==> config.mk <==
export PLATFORM = sky130hd
export DESIGN_NAME = wm_insert_pipe
export DESIGN_NICKNAME = d
export VERILOG_FILES = /design/src/rtl/wm_insert_pipe.sv
export SDC_FILE = /design/constraint.sdc
export NUM_CORES = 1
export LEC_CHECK = 0
export CORE_MARGIN = 2
export CORE_UTILIZATION = 47
export CTS_CLUSTER_DIAMETER = 30
export DETAILED_ROUTE_END_ITERATION = 8
export PLACE_DENSITY_LB_ADDON = 0.2
export SETUP_SLACK_MARGIN = 0.02
export SLEW_MARGIN = 40
export SYNTH_ARGS = -nofsm -noshare
export SYNTH_HDL_FRONTEND = slang
export SYNTH_SLANG_ARGS = --single-unit
==> constraint.sdc <==
create_clock -name clk -period 11.1 [get_ports clk]
set_input_delay 1.665 -clock clk [delete_from_list [all_inputs] [get_ports clk]]
set_output_delay 1.665 -clock clk [all_outputs]
set_load 0.01 [all_outputs]
==> src/rtl/wm_insert_pipe.sv <==
// wm_insert_pipe: 3-stage watermark blend of a host pixel with its neighbour
// average, using run-time coefficients, valid/ready flow control and a saturating counter.
//
// Ports:
//   clk, rst_n               clock, async active-low reset
//   in_valid/in_ready        input beat handshake
//   host_px, nb_l/c/r        host pixel and left/centre/right neighbours
//   wm_sym                   2-bit symbol (01/10 blend, 00/11 bypass)
//   out_valid/out_ready      output beat handshake
//   out_px                   watermarked pixel
//   cfg_we/cfg_ready         coefficient write, accepted only when drained
//   cfg_coef_a/b/c           new coefficients
//   cnt_clr, wm_cnt          clear and count of modified pixels delivered
// Build option: define WM_SAT_EN to saturate the blend, else it wraps.
`timescale 1ns/1ps
module wm_insert_pipe #(
    parameter int PIX_W  = 8,
    parameter int COEF_W = 8,
    parameter int CNT_W  = 16
) (
    input  logic              clk,
    input  logic              rst_n,
    input  logic              in_valid,
    output logic              in_ready,
    input  logic [PIX_W-1:0]  host_px,
    input  logic [PIX_W-1:0]  nb_l,
    input  logic [PIX_W-1:0]  nb_c,
    input  logic [PIX_W-1:0]  nb_r,
    input  logic [1:0]        wm_sym,
    output logic              out_valid,
    input  logic              out_ready,
    output logic [PIX_W-1:0]  out_px,
    input  logic              cfg_we,
    output logic              cfg_ready,
    input  logic [COEF_W-1:0] cfg_coef_a,
    input  logic [COEF_W-1:0] cfg_coef_b,
    input  logic [COEF_W-1:0] cfg_coef_c,
    input  logic              cnt_clr,
    output logic [CNT_W-1:0]  wm_cnt
);

    localparam int PW = PIX_W + COEF_W;
    localparam int SW = PW + 1;

    localparam logic [COEF_W-1:0] AB_RST =
        {1'b1, {(COEF_W-1){1'b0}}};
    localparam logic [COEF_W-1:0] C_RST =
        {2'b01, {(COEF_W-2){1'b0}}};
    localparam logic [SW-1:0] RND =
        {{(PIX_W+1){1'b0}}, 1'b1, {(COEF_W-1){1'b0}}};
    localparam logic [CNT_W-1:0] CNT_ONE =
        {{(CNT_W-1){1'b0}}, 1'b1};

    logic              v1, v2, v3;
    logic              stall, cfg_go, accept;
    logic [COEF_W-1:0] coef_a, coef_b, coef_c;

    logic [PIX_W:0]    lr, mid;
    logic [PIX_W-1:0]  nb1, host1;
    logic [1:0]        sym1;

    logic [COEF_W-1:0] k;
    logic [PW-1:0]     pa_d, pm_d, pa2, pm2;
    logic [PIX_W-1:0]  host2;
    logic [1:0]        sym2;

    logic [SW-1:0]     sum;
    logic [PIX_W:0]    s;
    logic [PIX_W-1:0]  blend;
    logic              mod2, mod3, fire;
    logic              unused_bits;

    // A stalled output freezes the whole pipe.
    assign stall     = v3 & ~out_ready;
    assign cfg_ready = ~v1 & ~v2 & ~v3 & ~in_valid;
    assign cfg_go    = cfg_we & cfg_ready;
    assign in_ready  = ~stall & ~cfg_go;
    assign accept    = in_valid & in_ready;
    assign out_valid = v3;

    always_ff @(posedge clk or negedge rst_n) begin
        if (!rst_n) begin
            coef_a <= AB_RST;
            coef_b <= AB_RST;
            coef_c <= C_RST;
        end else if (cfg_go) begin
            coef_a <= cfg_coef_a;
            coef_b <= cfg_coef_b;
            coef_c <= cfg_coef_c;
        end
    end

    // Neighbour average with one carry bit per add, never overflowing.
    assign lr  = {1'b0, nb_l} + {1'b0, nb_r};
    assign mid = {1'b0, lr[PIX_W:1]} + {1'b0, nb_c};

    always_ff @(posedge clk or negedge rst_n) begin
        if (!rst_n) begin
            v1    <= 1'b0;
            nb1   <= '0;
            host1 <= '0;
            sym1  <= '0;
        end else if (!stall) begin
            v1 <= accept;
            if (accept) begin
                nb1   <= mid[PIX_W:1];
                host1 <= host_px;
                sym1  <= wm_sym;
            end
        end
    end

    always_comb begin
        k = '0;
        unique case (1'b1)
            sym1 == 2'b01: k = coef_c;
            sym1 == 2'b10: k = coef_b;
            default:       k = '0;
        endcase
    end

    assign pa_d = {{COEF_W{1'b0}}, nb1} * {{PIX_W{1'b0}}, coef_a};
    assign pm_d = {{COEF_W{1'b0}}, host1} * {{PIX_W{1'b0}}, k};

    always_ff @(posedge clk or negedge rst_n) begin
        if (!rst_n) begin
            v2    <= 1'b0;
            pa2   <= '0;
            pm2   <= '0;
            host2 <= '0;
            sym2  <= '0;
        end else if (!stall) begin
            v2 <= v1;
            if (v1) begin
                pa2   <= pa_d;
                pm2   <= pm_d;
                host2 <= host1;
                sym2  <= sym1;
            end
        end
    end

    // Round half-up, then drop the fraction bits.
    assign sum  = {1'b0, pa2} + {1'b0, pm2} + RND;
    assign s    = sum[SW-1:COEF_W];
    assign mod2 = sym2[0] ^ sym2[1];

`ifdef WM_SAT_EN
    assign blend = s[PIX_W] ? {PIX_W{1'b1}} : s[PIX_W-1:0];
`else
    assign blend = s[PIX_W-1:0];
`endif

    assign unused_bits = ^{sum[COEF_W-1:0], s[PIX_W], lr[0], mid[0]};

    always_ff @(posedge clk or negedge rst_n) begin
        if (!rst_n) begin
            v3     <= 1'b0;
            out_px <= '0;
            mod3   <= 1'b0;
        end else if (!stall) begin
            v3 <= v2;
            if (v2) begin
                out_px <= mod2 ? blend : host2;
                mod3   <= mod2;
            end
        end
    end

    assign fire = v3 & out_ready & mod3;

    always_ff @(posedge clk or negedge rst_n) begin
        if (!rst_n) begin
            wm_cnt <= '0;
        end else if (cnt_clr) begin
            wm_cnt <= '0;
        end else if (fire && (wm_cnt != {CNT_W{1'b1}})) begin
            wm_cnt <= wm_cnt + CNT_ONE;
        end
    end

endmodule
==> run summary <==
======================================================================================
Result of the run                                                         complete, no violations
Root buf cell                                                             sky130_fd_sc_hd__clkbuf_16
Number of vias per cell                                                          5.118
Starting Density                                                                47.92%
Buffer count from post-CTS setup fixing                                              0
Tot GR Track Use                                                                18.57%
Max cap viols                                                                        0
Total of cells resized after clock tree synthesis                                    0
Switching share of power                                                        45.92%
Number of antenna diodes                                                             0
Synth top area share                                                            28.04%
Syn Nets                                                                         1,244
Tightest Hold Check Type                                                  flop to flop
Critical path peak fanout                                                           25
Final critical delay including setup and external delays                      5.424 ns
Switch Pwr                                                                     1504 uW
Initial antenna violation count                                                      0
Number of warnings issued by yosys                                                   0
CP cell instances                                                         clkdlybuf4s50_1 -> nor4_1 -> nand2_2 -> and2_1 -> clkdlybuf4s50_1
Number of enable flip-flop cells after synthesis                                     0
Worst path bufs/invs                                                                 2
Final cell count without fillers                                                 1,345
Data arrival, critical path                                                    3.76 ns
Async set-or-reset flop fraction in the synthesized netlist                     100.0%
Aggregate global routing overflow                                                    0
Overall die height                                                            147.9 um
Cell depth of the worst flop-to-flop path                                           20
Endpoint class of the critical path                                       primary output
List of most frequent post-synthesis cells                                sky130_fd_sc_hd__inv_1, sky130_fd_sc_hd__ha_1, sky130_fd_sc_hd__dfrtp_1
Wire per inst                                                                 14.21 um
Clock share of power                                                             10.1%
Mapped Avg Cell Area                                                         9.825 um2
Top FF cell, synth                                                        sky130_fd_sc_hd__dfrtp_1
Number of vias in the routed layout                                              6,884
Share of total power in sequential cells                                         22.8%
Cells after DPL                                                                  1,329
Number of setup violations in the final report                                       0
P_int                                                                          1771 uW
Global-route wire length before repair                                        33.20 mm
Number of buffer cells added on primary ports                                       90
Clock slew at the register clock pins of the worst setup and hold paths        0.07 ns
IR Drop Worst-Case VDD                                                     0.0001581 V
Setup Crit Path Kind                                                      primary input to primary output
Setup slack, reg-to-reg                                                        5.89 ns
Antenna violation net count after detailed routing                                   0
Met2 track utilization from global routing                                      29.05%
Longest individual stage delay on the worst path                               0.48 ns
Power density normalized to cell area                                     292.0 nW/um2
Core occupancy in the finished layout                                           55.24%
Total Routed Length                                                           19.11 mm
Crit start category                                                       primary input
Clock latency at the later pin of the worst-skew pair                          0.36 ns
Worst slew margin relative to its limit                                         58.39%
Global routing met1 resource utilization                                        27.69%
CTS sink cnt                                                                       112
Pin count of the biggest net entering global routing                                67
Sequential area share after synthesis                                           28.85%
Post-synth design cell area                                                   9727 um2
Layout Area Growth over Synthesis                                               15.28%
Crit-path most repeated cell                                              sky130_fd_sc_hd__clkdlybuf4s50_1
Clk_skew                                                                    0.01171 ns
Hold path start                                                           out_px[0]$_DFFE_PN0P_
Area enclosed by the die boundary                                           21,860 um2
Count of final max-slew check failures                                               0
Detailed-router iteration count before antenna repair                                4
RSZ-0062 raised after global routing                                             false
Combinational Power Share                                                        67.1%
Hold Path Depth                                                                      2
Clock H-tree levels                                                                  3
Site Rows                                                                           52
Number of global-route vias before repair                                        6,915
Reported leakage power                                                     0.005422 uW
Library cell occupying the most area in the post-synthesis netlist        sky130_fd_sc_hd__dfrtp_1
Final weighted congestion in routability-driven placement                       0.8140
Proportion of layout cells with a drive suffix above 1                          8.186%
Setup total negative slack                                                        0 ns
GR peak layer                                                                     met2
X dimension of the die                                                        147.9 um
Number of hold violations in the final report                                        0
Count of hold buffers inserted by post-cts repair                                    0
Biggest area contributors in the synthesized netlist                      sky130_fd_sc_hd__dfrtp_1, sky130_fd_sc_hd__fa_1, sky130_fd_sc_hd__ha_1, sky130_fd_sc_hd__mux2_2, sky130_fd_sc_hd__and2_1
Upper clock frequency limit                                                  184.4 MHz
R2R Path End                                                              pm2[15]$_DFFE_PN0P_
Maximum buffer depth of the clock tree                                               2
Family with the most delay on the worst path                              simple AND/OR/NAND/NOR gates
Cells after Synth                                                                  990
Leading cell type by number of instances after synthesis                  sky130_fd_sc_hd__inv_1
Pin slew with the least headroom to its limit                                0.6219 ns
Initial DRC count                                                                  301
CTS tree                                                                          done
Required time of the worst setup path                                          9.44 ns
Met3 usage                                                                      2.809%
Post-DP HPWL                                                                  15.39 mm
Critical path startpoint                                                      in_valid
I/O Pins                                                                            91
Count of unique library cells instantiated by Yosys                                 53
Endpoint of the worst hold-timing path                                    out_px[0]$_DFFE_PN0P_
Worst-path cell with the longest stage delay                              sky130_fd_sc_hd__nand2_2
Clock buffer count from CTS                                                          9
Tcrit/Tclk final                                                                48.86%
Core region area                                                            20,300 um2
Total power                                                                    3275 uW
Startpoint of the worst-slack reg-to-reg timing path                      sym1[1]$_DFFE_PN0P_
Residual DRC count                                                                   0
Synthesis-stage register bit count                                                 112
Final nets                                                                       1,324
======================================================================================
-- layer usage --
metal  routed length (um)  share of wire, %
met5                    0                 0
met4                  167              0.87
met3                  725               3.8
met2                 8533                45
met1                 9687                51
-- layout by cell type, fill, tap and decap left out, drive strengths merged, types with 4 or more instances in the layout --
master         instances
clkbuf                 9
and2                  93
nor2                  45
a31oi                  4
clkdlybuf4s50         89
dfrtp                109
a21oi                 37
o21bai                10
nand3                 15
xnor2                 26
o21ai                 51
buf                    4
xor2                  25
a22oi                 10
ha                   116
mux2                  52
o21a                   5
fa                    74
nand2b                 4
nand2                 96
nor3                   8
a21o                   9
inv                  124
o31ai                  7
a211oi                 8
nand4                  7
-- sequential cells by signal, indices dropped and copies added (netlist names) --
register   flops
pa2           16
pm2           16
wm_cnt        16
coef_a         8
coef_b         8
coef_c         8
host1          8
host2          8
nb1            8
out_px         8
sym1           2
sym2           2
mod3           1
out_valid      1
v1             1
v2             1
-- power groups by stage --
stage | combinational, uW | clock, uW | sequential, uW
final | 2200 | 332 | 746
after detailed placement | 2210 | 0 | 756
after CTS | 2230 | 341 | 748
after global placement | 2160 | 0 | 756
after global routing | 2550 | 359 | 770
after floorplan | 1750 | 0 | 666
-- logic make-up after synthesis --
group | count (synthesis) | share of synthesized area (%)
adders and majority gates | 190 | 30.15
AOI/OAI and AO/OA | 158 | 10.28
xor gates and xnor gates | 51 | 4.592
muxes | 53 | 6.123
DFF | 112 | 28.85
and+or+nand+nor | 281 | 14.39
buffers and inverters | 145 | 5.609
-- layout make-up --
class / count / area, um2
fill: 1849 / 9086
multi-input combinational: 733 / 6390
sequential: 112 / 2806
timing repair buffer: 93 / 924.6
inverter: 121 / 454.2
tap: 270 / 337.8
clock buffer: 9 / 225.2
clock inverter: 7 / 75.07
-- per-stage QoR --
stage               hold WS, ns  cell area, um2  setup slack, ns
floorplan                0.4474            9727            6.387
global placement         0.4624           10900            5.522
detailed placement       0.4648           10900            5.654
CTS                      0.4830           11200            5.627
global route             0.5030           11210            5.422
finish                   0.4808           11210            5.676
-- tightest hold or removal path, delay by kind of cell, from the launching register on --
kind,cells,cell delay [ns]
AOI/OAI and AO/OA,1,0.06
and+or+nand+nor,1,0.04
DFF,1,0.35
-- how the worst max path moves through the flow --
stage	cells after the start	to
after CTS	5	in_ready
after global routing	20	pm2[15]$_DFFE_PN0P_
final	5	in_ready
after global placement	5	in_ready
after detailed placement	5	in_ready
after floorplan	21	pm2[13]$_DFFE_PN0P_
(Power assumes the default switching activity.)
==> variant: new RTL, config.mk and constraints unchanged <==
The option `WM_SAT_EN` is turned on by a define.
--- a/src/rtl/wm_insert_pipe.sv
+++ b/src/rtl/wm_insert_pipe.sv
@@ -13,6 +13,8 @@
 //   cnt_clr, wm_cnt          clear and count of modified pixels delivered
 // Build option: define WM_SAT_EN to saturate the blend, else it wraps.
 `timescale 1ns/1ps
+`define WM_SAT_EN
+
 module wm_insert_pipe #(
     parameter int PIX_W  = 8,
     parameter int COEF_W = 8,
Behaviour: not the same (a bounded check fails within 10 cycles, from zero or initial values and one cycle with rst_n low).
==> variant against the original RTL <==
- largest power group unchanged
- worst setup slack better by 39 ps
- via count up 1.5%
- register-to-register slack better by 20 ps
- sequential cell count unchanged
- routed wire length up 0.94%
- hold slack better by 3.4 ps
- synthesized area up 1.3%
- design area up 1.1%
- clock power up 6.3%
- power up 0.43%
==> variant: results (changes against the original RTL) <==
[placed_design]
dp_slack_ps = 5730  ; +79.2 ps
io_buffers = 90  ; unchanged
dp_hpwl_um = 15600  ; +1.3%
place.gp.congestion = 0.820  ; +0.68%

[drt]
drtIter0Drc = 227  ; -25%
highest_layer = met4
wire_per_inst_um = 14.1  ; -1.0%
vias_per_cell = 5.09  ; -0.47%
wl_met3_um = 795  ; +9.7%
wl_met2_um = 8550  ; +0.20%
wl_met1_um = 9700  ; +0.10%

[outcome]
status = finished, final reports clean

[synthesis]
ys_seq_area_frac = 0.285  ; -0.00377
synth_fa_ha_area_frac = 0.300  ; -0.00140
synth_common_cells = 128 x inv_1, 122 x nand2_1, 118 x ha_1
synthMuxAreaShare = 0.0580  ; -0.00321
synth-xor-area-share = 0.0479  ; +0.00194
ys_top_cells_by_area = dfrtp_1 28%, fa_1 15%, ha_1 15%, mux2_2 5.6%, and2_1 5.1%
avgSynthCellArea_um2 = 9.65  ; -1.8%
synth_cell_type_count = 54  ; +1.9%
synthesis.nets = 1277  ; +2.7%
synth_compound_area_frac = 0.103  ; +0.000179
ys_warn_count = 0  ; unchanged

[setup_path]
reg2reg_slack_ps = 5910  ; +20 ps
r2r_end = pm2[14]
r2r-start = sym1[0]
ff2ff_path_depth = 18  ; -10%
crit_start = in_valid
slowest_delay_ps = 470
crit_end = in_ready

[min_path]
holdPathEnd = out_px[7]
hp-start = out_px[7]

[global_routing]
antenna_found_initial = 0  ; unchanged
grt_pass1_wl_um = 33700  ; +1.4%
grt.total_usage = 0.188  ; +0.00204
grt_pass1_vias = 6984  ; +1.0%
grt_max_degree = 72  ; +7.5%

[power]
leakage_nw = 5.55  ; +2.5%
peakVddDrop_mv = 0.166  ; +5.2%

[timing]
finClkSkew_ps = 10.9  ; -0.840 ps
slew_headroom = 0.557  ; -0.0267
fmax_mhz = 186  ; +0.73%

[finish]
layout.cells.non_filler = 1372  ; +2.0%
reg_top3 = pa2: 16 flops, pm2: 16 flops, wm_cnt: 16 flops
fillers = 1950  ; +5.5%
drive_above_1_share = 0.0817  ; -0.000191

[clocking]
clk_latency_ps = 360  ; about the same

==> variant: through the flow <==
step           total power, mW  instance area [um2]  hold WS [ps]
5_1_grt                   3.72                11300           514
3_5_place_dp              2.96                11000           473
6_report                  3.29                11300           484
2_1_floorplan             2.45                 9860           450
3_3_place_gp              2.92                11000           467
4_1_cts                   3.34                11300           489
==> variant: metal layers <==
layer  global-route usage  vias to the layer above
li1                     -                     3519
met1                0.271                     3342
met2                0.298                      114
met3               0.0339                       14
met4               0.0405                        0
met5                    0                        -
==> variant: critical path, delay by kind of cell <==
kind / cells / cell delay (ps)
AND/OR/NAND/NOR: 3 / 1140
buffers and inverters: 2 / 910
==> variant: final cells by class <==
class,count,area share
multi-input cells,754,0.571
flip-flops and latches,112,0.248
repair buffers,92,0.0809
inverters,128,0.0424
well taps,270,0.0298
clock buffers,10,0.0202
clock inverters,6,0.00806
==> variant: power by group <==
group	internal, mW	switching [mW]
clock network	0.200	0.153
registers	0.565	0.182
logic	1.01	1.18
total	1.77	1.52
